[src/rtl/uart_cmd_parser_if.sv]
// ---------------------------------------------------------------------------
// uart_cmd_parser_if
//
// Byte-in / command-out bundle between the UART receiver side and the
// command parser.
//
//   rx_valid   receiver -> parser  one-cycle strobe, rx_data holds a new byte
//   rx_data    receiver -> parser  received byte
//   cmd_valid  parser -> consumer  one-cycle pulse, a frame passed its checksum
//   cmd_addr   parser -> consumer  ADDR of the last good frame (held)
//   cmd_data   parser -> consumer  DATA of the last good frame (held)
//   chk_err    parser -> consumer  one-cycle pulse, checksum mismatch
//   tout_err   parser -> consumer  one-cycle pulse, inter-byte timeout
//   busy       parser -> consumer  high while a frame is being assembled
//
// master: the side that supplies bytes and watches results.
// slave : the parser itself.
// ---------------------------------------------------------------------------
interface uart_cmd_parser_if;
  logic       rx_valid;
  logic [7:0] rx_data;
  logic       cmd_valid;
  logic [7:0] cmd_addr;
  logic [7:0] cmd_data;
  logic       chk_err;
  logic       tout_err;
  logic       busy;

  modport master (
    output rx_valid,
    output rx_data,
    input  cmd_valid,
    input  cmd_addr,
    input  cmd_data,
    input  chk_err,
    input  tout_err,
    input  busy
  );

  modport slave (
    input  rx_valid,
    input  rx_data,
    output cmd_valid,
    output cmd_addr,
    output cmd_data,
    output chk_err,
    output tout_err,
    output busy
  );
endinterface

[src/rtl/uart_cmd_parser.sv]
// ---------------------------------------------------------------------------
// uart_cmd_parser
//
// Assembles 4-byte command frames (SOF, ADDR, DATA, CHK) from the UART
// receiver byte stream. A frame whose CHK equals the 8-bit wrapping sum of
// ADDR and DATA produces a one-cycle cmd_valid with the command held on
// cmd_addr/cmd_data; a wrong CHK produces a one-cycle chk_err. If the line
// goes quiet for too long inside a frame, the frame is abandoned and a
// one-cycle tout_err is raised. All outputs are registered (latency 1).
//
// Ports:
//   clk  system clock
//   rst  asynchronous active-high reset
//   bus  uart_cmd_parser_if.slave (rx_valid/rx_data in; cmd_valid, cmd_addr,
//        cmd_data, chk_err, tout_err, busy out)
//
// Parameters:
//   SOF          start-of-frame byte value
//   TIMEOUT_CYC  idle cycles allowed between bytes inside a frame
//   CNT_W        timeout counter width, 2**CNT_W must exceed TIMEOUT_CYC
// ---------------------------------------------------------------------------
module uart_cmd_parser #(
  parameter logic [7:0]  SOF         = 8'hA5,
  parameter int unsigned TIMEOUT_CYC = 208320,
  parameter int unsigned CNT_W       = 18
) (
  input  logic              clk,
  input  logic              rst,
  uart_cmd_parser_if.slave  bus
);

  // Counter value at which a byte-less cycle becomes a timeout.
  localparam logic [CNT_W-1:0] TOUT_LAST = CNT_W'(TIMEOUT_CYC - 1);

  typedef enum logic [1:0] {
    StIdle,
    StGetAddr,
    StGetData,
    StGetChk
  } state_e;

  state_e           r_state;
  logic [CNT_W-1:0] r_cnt;
  logic [7:0]       r_addr;
  logic [7:0]       r_data;
  logic             r_cmd_valid;
  logic [7:0]       r_cmd_addr;
  logic [7:0]       r_cmd_data;
  logic             r_chk_err;
  logic             r_tout_err;
  logic             r_busy;

  logic [7:0]       w_sum;
  logic             w_tout_hit;

  // 8-bit wrapping checksum of the captured payload.
  assign w_sum      = r_addr + r_data;
  assign w_tout_hit = (r_cnt == TOUT_LAST);

  always_ff @(posedge clk or posedge rst) begin
    if (rst) begin
      r_state     <= StIdle;
      r_cnt       <= '0;
      r_addr      <= 8'h00;
      r_data      <= 8'h00;
      r_cmd_valid <= 1'b0;
      r_cmd_addr  <= 8'h00;
      r_cmd_data  <= 8'h00;
      r_chk_err   <= 1'b0;
      r_tout_err  <= 1'b0;
      r_busy      <= 1'b0;
    end else begin
      // Pulses default low; each is set for a single cycle below.
      r_cmd_valid <= 1'b0;
      r_chk_err   <= 1'b0;
      r_tout_err  <= 1'b0;

      if (r_state == StIdle) begin
        r_cnt <= '0;
        if (bus.rx_valid && (bus.rx_data == SOF)) begin
          r_state <= StGetAddr;
          r_busy  <= 1'b1;
        end
      end else if (bus.rx_valid) begin
        // A byte always wins over a coincident timeout.
        r_cnt <= '0;
        case (r_state)
          StGetAddr: begin
            // Any value is accepted here, SOF included: no resync.
            r_addr  <= bus.rx_data;
            r_state <= StGetData;
          end
          StGetData: begin
            r_data  <= bus.rx_data;
            r_state <= StGetChk;
          end
          StGetChk: begin
            r_state <= StIdle;
            r_busy  <= 1'b0;
            if (bus.rx_data == w_sum) begin
              r_cmd_valid <= 1'b1;
              r_cmd_addr  <= r_addr;
              r_cmd_data  <= r_data;
            end else begin
              r_chk_err <= 1'b1;
            end
          end
          default: begin
            r_state <= StIdle;
            r_busy  <= 1'b0;
          end
        endcase
      end else if (w_tout_hit) begin
        r_state    <= StIdle;
        r_cnt      <= '0;
        r_tout_err <= 1'b1;
        r_busy     <= 1'b0;
      end else begin
        r_cnt <= r_cnt + CNT_W'(1);
      end
    end
  end

  assign bus.cmd_valid = r_cmd_valid;
  assign bus.cmd_addr  = r_cmd_addr;
  assign bus.cmd_data  = r_cmd_data;
  assign bus.chk_err   = r_chk_err;
  assign bus.tout_err  = r_tout_err;
  assign bus.busy      = r_busy;

endmodule

[src/flat_wrapper.sv]
// flat-port wrapper written by rule: the top's interface ports become plain ports
module uart_cmd_parser_flat 
#(
  parameter logic [7:0]  SOF         = 8'hA5,
  parameter int unsigned TIMEOUT_CYC = 208320,
  parameter int unsigned CNT_W       = 18
)
  (clk, rst, bus_rx_valid, bus_rx_data, bus_cmd_valid, bus_cmd_addr, bus_cmd_data, bus_chk_err, bus_tout_err, bus_busy);
  uart_cmd_parser_if bus_i ();
  input  logic clk;
  input  logic rst;
  input wire logic [$bits(bus_i.rx_valid)-1:0] bus_rx_valid;
  input wire logic [$bits(bus_i.rx_data)-1:0] bus_rx_data;
  output wire logic [$bits(bus_i.cmd_valid)-1:0] bus_cmd_valid;
  output wire logic [$bits(bus_i.cmd_addr)-1:0] bus_cmd_addr;
  output wire logic [$bits(bus_i.cmd_data)-1:0] bus_cmd_data;
  output wire logic [$bits(bus_i.chk_err)-1:0] bus_chk_err;
  output wire logic [$bits(bus_i.tout_err)-1:0] bus_tout_err;
  output wire logic [$bits(bus_i.busy)-1:0] bus_busy;
  assign bus_i.rx_valid = bus_rx_valid;
  assign bus_i.rx_data = bus_rx_data;
  assign bus_cmd_valid = bus_i.cmd_valid;
  assign bus_cmd_addr = bus_i.cmd_addr;
  assign bus_cmd_data = bus_i.cmd_data;
  assign bus_chk_err = bus_i.chk_err;
  assign bus_tout_err = bus_i.tout_err;
  assign bus_busy = bus_i.busy;
  uart_cmd_parser #(.SOF(SOF), .TIMEOUT_CYC(TIMEOUT_CYC), .CNT_W(CNT_W)) u_core (.clk(clk), .rst(rst), .bus(bus_i));
endmodule
[config.mk]
export PLATFORM = sky130hd
export DESIGN_NAME = uart_cmd_parser_flat
export DESIGN_NICKNAME = d
export VERILOG_FILES = /design/src/rtl/uart_cmd_parser_if.sv /design/src/rtl/uart_cmd_parser.sv /design/src/flat_wrapper.sv
export SDC_FILE = /design/constraint.sdc
export NUM_CORES = 1
export LEC_CHECK = 0
export CAP_MARGIN = 10
export CELL_PAD_IN_SITES_DETAIL_PLACEMENT = 1
export CELL_PAD_IN_SITES_GLOBAL_PLACEMENT = 1
export CORE_MARGIN = 2
export CORE_UTILIZATION = 25
export CTS_BUF_LIST = sky130_fd_sc_hd__clkbuf_2
export CTS_CLUSTER_SIZE = 24
export DETAILED_ROUTE_END_ITERATION = 10
export PLACE_DENSITY = 0.56
export SYNTH_ARGS = -nofsm -noshare
export SYNTH_HDL_FRONTEND = slang
export SYNTH_SLANG_ARGS = --single-unit
[constraint.sdc]
create_clock -name clk -period 2.95 [get_ports clk]
set_input_delay 0.7375 -clock clk [delete_from_list [all_inputs] [get_ports clk]]
set_output_delay 0.7375 -clock clk [all_outputs]
set_load 0.05 [all_outputs]
* Word level (Yosys, flattened, before mapping)
Cells that the tools add are included.
** Word-level totals
- Output and inout port bits :: 20
- Register bits after elaboration :: 56
- Logic and storage cells :: 54
- Bits of input ports :: 11
** Operators by class
- Add/sub/neg operators :: 2
- Mux-type cells :: 24
- Bitwise gates (word level) :: 1
- Reductions and logical operators :: 9
- Equality and inequality tests :: 8
** Operator list (count)
- $mux 18 :: 3
- $add 18x1->18 const B :: 1
- $eq 18x18->1 const B :: 1
- $mux 1 :: 16
- $reduce_and 3->1 :: 3
- $add 8x8->8 :: 1
- $eq 8x8->1 :: 1
- $eq 8x8->1 const B :: 1
- $mux 2 :: 4
- $eq 2x2->1 const B :: 2
- $pmux 2 s2 :: 1
- $reduce_and 4->1 :: 1
- $ne 3x2->1 const B :: 1
- $reduce_bool 3->1 :: 1
- $eq 2x1->1 const B :: 1
- $logic_not 2->1 :: 1
- $ne 2x2->1 const B :: 1
- $reduce_and 2->1 :: 1
- $reduce_or 2->1 :: 1
- $logic_and 1x1->1 :: 1
- $not 1->1 :: 1

* Logic depth before layout (Yosys ltp)
- Word-level depth :: 6
- Gate-level depth with buffers :: 9
- Mapped depth without buffers :: 8

* Least setup slack after synthesis
Ideal clock, no wire load.
- Path type :: register -> register
- Start :: reg u_core.r_data[0]
- End :: reg u_core.r_cmd_addr[0], in the netlist u_core.bus.cmd_addr[0]
- Data arrival time :: 2.624 ns
- Required time :: 2.825 ns
- Clock period less this slack :: 2.748 ns
- Path buffers :: 1
- Setup time :: 0.125 ns
- Stages on the path, launching flop included :: 10
- Setup slack :: 0.202 ns
- Cells stage by stage :: dfrtp_1 > ha_1 > fa_1 > a211oi_2 > o21bai_1 > a21oi_1 > xnor2_1 > nor4_4 > buf_6 > mux2_2
** Between the ends
- Cells in the longest elaborated chain, start to end :: 3
** RTL lines
- start: declaration :: RTL line uart_cmd_parser.sv:45 : logic [7:0] r_data;
- start signal: assignment :: RTL line uart_cmd_parser.sv:94 : r_data <= bus.rx_data;
- $add 8x8->8 :: RTL line uart_cmd_parser.sv:57 : assign w_sum = r_addr + r_data;
- $eq 8x8->1 :: RTL line uart_cmd_parser.sv:100 : if (bus.rx_data == w_sum) begin
- $reduce_and 4->1 (no source line)
- end signal: assignment :: RTL line uart_cmd_parser.sv:102 : r_cmd_addr <= r_addr;
- end: declaration :: RTL line uart_cmd_parser.sv:47 : logic [7:0] r_cmd_addr;
Every way passes these cells.
A chain may end at the register's enable or synchronous reset.

* Worst setup path after layout
- Start :: reg u_core.r_data[0]
- End :: reg u_core.r_cmd_data[7], in the netlist u_core.bus.cmd_data[7]
** Between the ends
- Cells in the longest elaborated chain, start to end :: 3
** RTL lines
- $add 8x8->8 :: RTL line uart_cmd_parser.sv:57
- $eq 8x8->1 :: RTL line uart_cmd_parser.sv:100
- $reduce_and 4->1 (no source line)
- end signal: assignment :: RTL line uart_cmd_parser.sv:103 : r_cmd_data <= r_data;
- end: declaration :: RTL line uart_cmd_parser.sv:48 : logic [7:0] r_cmd_data;
Every way passes these cells.

==> impl_metrics.yaml <==
synthesis:
  ys_types: 36
  synth_edf_count: 0
  ys_seq_area_frac: 0.507
  synthCells: 237
  synthTopCellsByArea: "dfrtp_1 (51%), mux2_2 (13%), ha_1 (5.4%)"
  yosys_warnings: 0
  synth_top_area_share: 0.507
  avgSynthCellArea_um2: 11.7
  yosysTopAreaCell: "dfrtp_1"
  ys_ff_latch: 56
  synth_ff_type: "dfrtp_1"
  syn_area_um2: 2760
  syn_nets: 261
  synth-async-reset-ratio: 1.00
setup_path:
  required_ns: 3.32
  cp_max_fo: 7
  reg2reg_slack_ns: 0.11
  rr_endpoint: "u_core.bus.cmd_data[7]"
  start_kind: "flip-flop"
  critPathBufInv: 1
  reg2reg_depth: 9
  critPathSlowestCell: "dfrtp_1"
  path_class: "reg -> reg"
  critPathMaxStageDelay_ns: 0.47
  crit_chain: "ha_1 -> fa_1 -> a211oi_2 -> nor2_1 -> xnor2_1 -> o2111ai_2 -> nor4_4 -> buf_6 -> mux2_2"
  cp.arrival_ns: 3.21
  end_kind: "flip-flop"
  rr_startpoint: "u_core.r_data[0]"
  path_delay_family: "adder cells"
sta:
  finalHoldViolations: 0
  slew_headroom: 0.653
  tns_ns: 0
  max_freq_mhz: 352
  finClkSkew_ns: 0.0472
  period_share: 0.962
  slew_viol_final: 0
  min_period_ns: 2.84
  worst_pin_slew_ns: 0.520
  setup_viol: 0
  rsz0062_at_grt: "false"
floorplan:
  start_util: 0.256
  core_area_um2: 10800
  pin_count: 31
  chipWidth_um: 109
  dieArea_um2: 11900
  die_h_um: 109
  rows: 38
placed_design:
  place_congestion: 0.763
  dp_cells: 410
  dp_hpwl_um: 4570
  io_buffers: 30
global_routing:
  antenna_found_initial: 0
  grt_pass1_wl_um: 10500
  grt_pass1_vias: 2030
  grtUsageTotal: 0.113
  grt_overflow_total: 0
  grt_max_degree: 36
layout:
  seq_area_um2: 1400
  nFillCells: 1227
  finalNetCount: 301
  layout-drive-gt1-share: 0.194
  final_common_cell: "dfrtp_1"
  final_cell_mix: "dfrtp_1 (56), mux2_2 (32), clkdlybuf4s50_1 (30)"
  fin_cells: 418
  n_antenna_cell: 0
  multi_input_area_um2: 1310
  synthToLayoutAreaGrowth_pct: 21.0
worst_hold_path:
  hp-start: "u_core.r_cnt[0]"
  min_to: "u_core.r_cnt[0]"
  holdPathStages: 1
  hold_class: "reg -> reg"
clock_tree:
  cts_max_level: 2
  max-clock-path-buffers: 2
  cts_tree: "yes"
  cts_buffers: 5
  path_clk_slew_ns: 0.31
  cts_num_sinks: 56
  postCtsSetupBuffers: 0
  insertion_delay_ns: 0.45
  cts_root_buf: "clkbuf_2"
route:
  num_vias: 1873
  drt_pre_antenna_iters: 4
  wl_um: 6190
  route.detailed.wl_per_inst_um: 14.8
  drt.antenna.violating_nets: 0
  vias_per_cell: 4.48
  drtIter0Drc: 35
  drc: 0
pwr:
  power_density_nw_per_um2: 666
  p_seq_frac: 0.447
  sw_frac_of_total: 0.386
  switching_power_mw: 0.858
  p_comb_frac: 0.413
  p_leak_nw: 1.43
  p_clk_frac: 0.140
  internal_power_mw: 1.37
  ir_drop_v: 0.000229
outcome:
  status: "finished, final reports clean"
job:
  cap_viol_max_count: 0
layout make-up:
cell class,instances,share of cell area
Sequential cell,56,0.419
Clock inverter,2,0.00487
Multi-Input combinational cell,169,0.391
Tap cell,140,0.0524
Inverter,6,0.00674
Clock buffer,6,0.00899
Timing Repair Buffer,39,0.116
per-layer routing:
metal	global-route usage	part of all wire	wire length (µm)	vias up
li1	-	-	-	914
met4	0.0220	0.0066	41	0
met2	0.199	0.48	3000	23
met1	0.145	0.48	2960	931
met3	0.0221	0.031	189	5
met5	0	0	0	-
through the flow:
stage,area [µm²],util,setup WS [ns],hold WS (ns),power [mW]
CTS,3330,0.309,0.0461,0.478,2.27
detailed placement,3290,0.305,0.0125,0.449,1.94
floorplan,2760,-,0.202,0.424,1.71
global route,3340,0.310,0.00334,0.511,2.41
global placement,3290,0.305,0.0718,0.436,1.93
finish,3340,0.310,0.112,0.470,2.22
how the worst max path moves through the flow:
stage                startpoint                      to  slack [ns]  cells past startpoint
6_report       u_core.r_data[0]  u_core.bus.cmd_data[7]        0.11                      9
5_1_grt        u_core.r_data[0]  u_core.bus.cmd_data[7]       0.003                      9
4_1_cts        u_core.r_data[0]  u_core.bus.cmd_data[2]        0.05                      9
3_5_place_dp     bus_rx_data[0]  u_core.bus.cmd_data[2]        0.01                      7
3_3_place_gp     bus_rx_data[0]  u_core.bus.cmd_addr[4]        0.07                      7
2_1_floorplan  u_core.r_data[0]  u_core.bus.cmd_addr[0]        0.20                      9
synthesized netlist by cell type (2+ instances only):
library cell / number
a21o_1: 2
a21oi_1: 10
and3_1: 2
clkbuf_1: 5
dfrtp_1: 56
ha_1: 12
inv_1: 6
mux2_2: 32
nand2_1: 13
nand3_1: 11
nand4_1: 7
nor2_1: 19
nor3_1: 4
nor4_1: 2
nor4b_1: 2
o21ai_0: 6
o22ai_1: 2
or3_1: 4
xnor2_1: 12
xor2_1: 14
cells by family after synthesis:
group / count (synthesis) / share of synthesized area
flip-flops: 56 / 0.507
multiplexers: 32 / 0.130
AO/OA/AOI/OAI: 26 / 0.0603
adder cells (fa/ha/maj): 13 / 0.0616
AND/OR/NAND/NOR: 72 / 0.139
buffers and inverters: 12 / 0.0190
XOR/XNOR: 26 / 0.0825
timing repair:
action / in CTS / in global routing
endpoints found under the setup margin: 0 / 16
hold buffers: 0 / 0
resized for setup: 0 / 2
worst register-to-register path, stage by stage, from the launching register on:
cell and delay, ns:
dfrtp_1 0.47, ha_1 0.26, fa_1 0.43, a211oi_2 0.28, nor2_1 0.10, xnor2_1 0.19, o2111ai_2 0.18, nor4_4 0.32
buf_6 0.19, mux2_2 0.34
registers in the layout, summed over array words and instances, names as in the netlist, 2 cells and up:
register / count
u_core.r_data: 8
u_core.r_addr: 8
u_core.r_cnt: 18
u_core.bus.cmd_addr: 8
u_core.r_state: 2
u_core.bus.cmd_data: 8
power groups by stage:
stage / Clock (mW) / Combinational [mW] / Sequential, mW
2_1_floorplan: 0 / 0.725 / 0.988
3_3_place_gp: 0 / 0.924 / 1.01
3_5_place_dp: 0 / 0.931 / 1.01
4_1_cts: 0.333 / 0.938 / 0.994
5_1_grt: 0.361 / 1.04 / 1.02
6_report: 0.311 / 0.919 / 0.995
No activity file was read; power rests on OpenSTA's default activity.
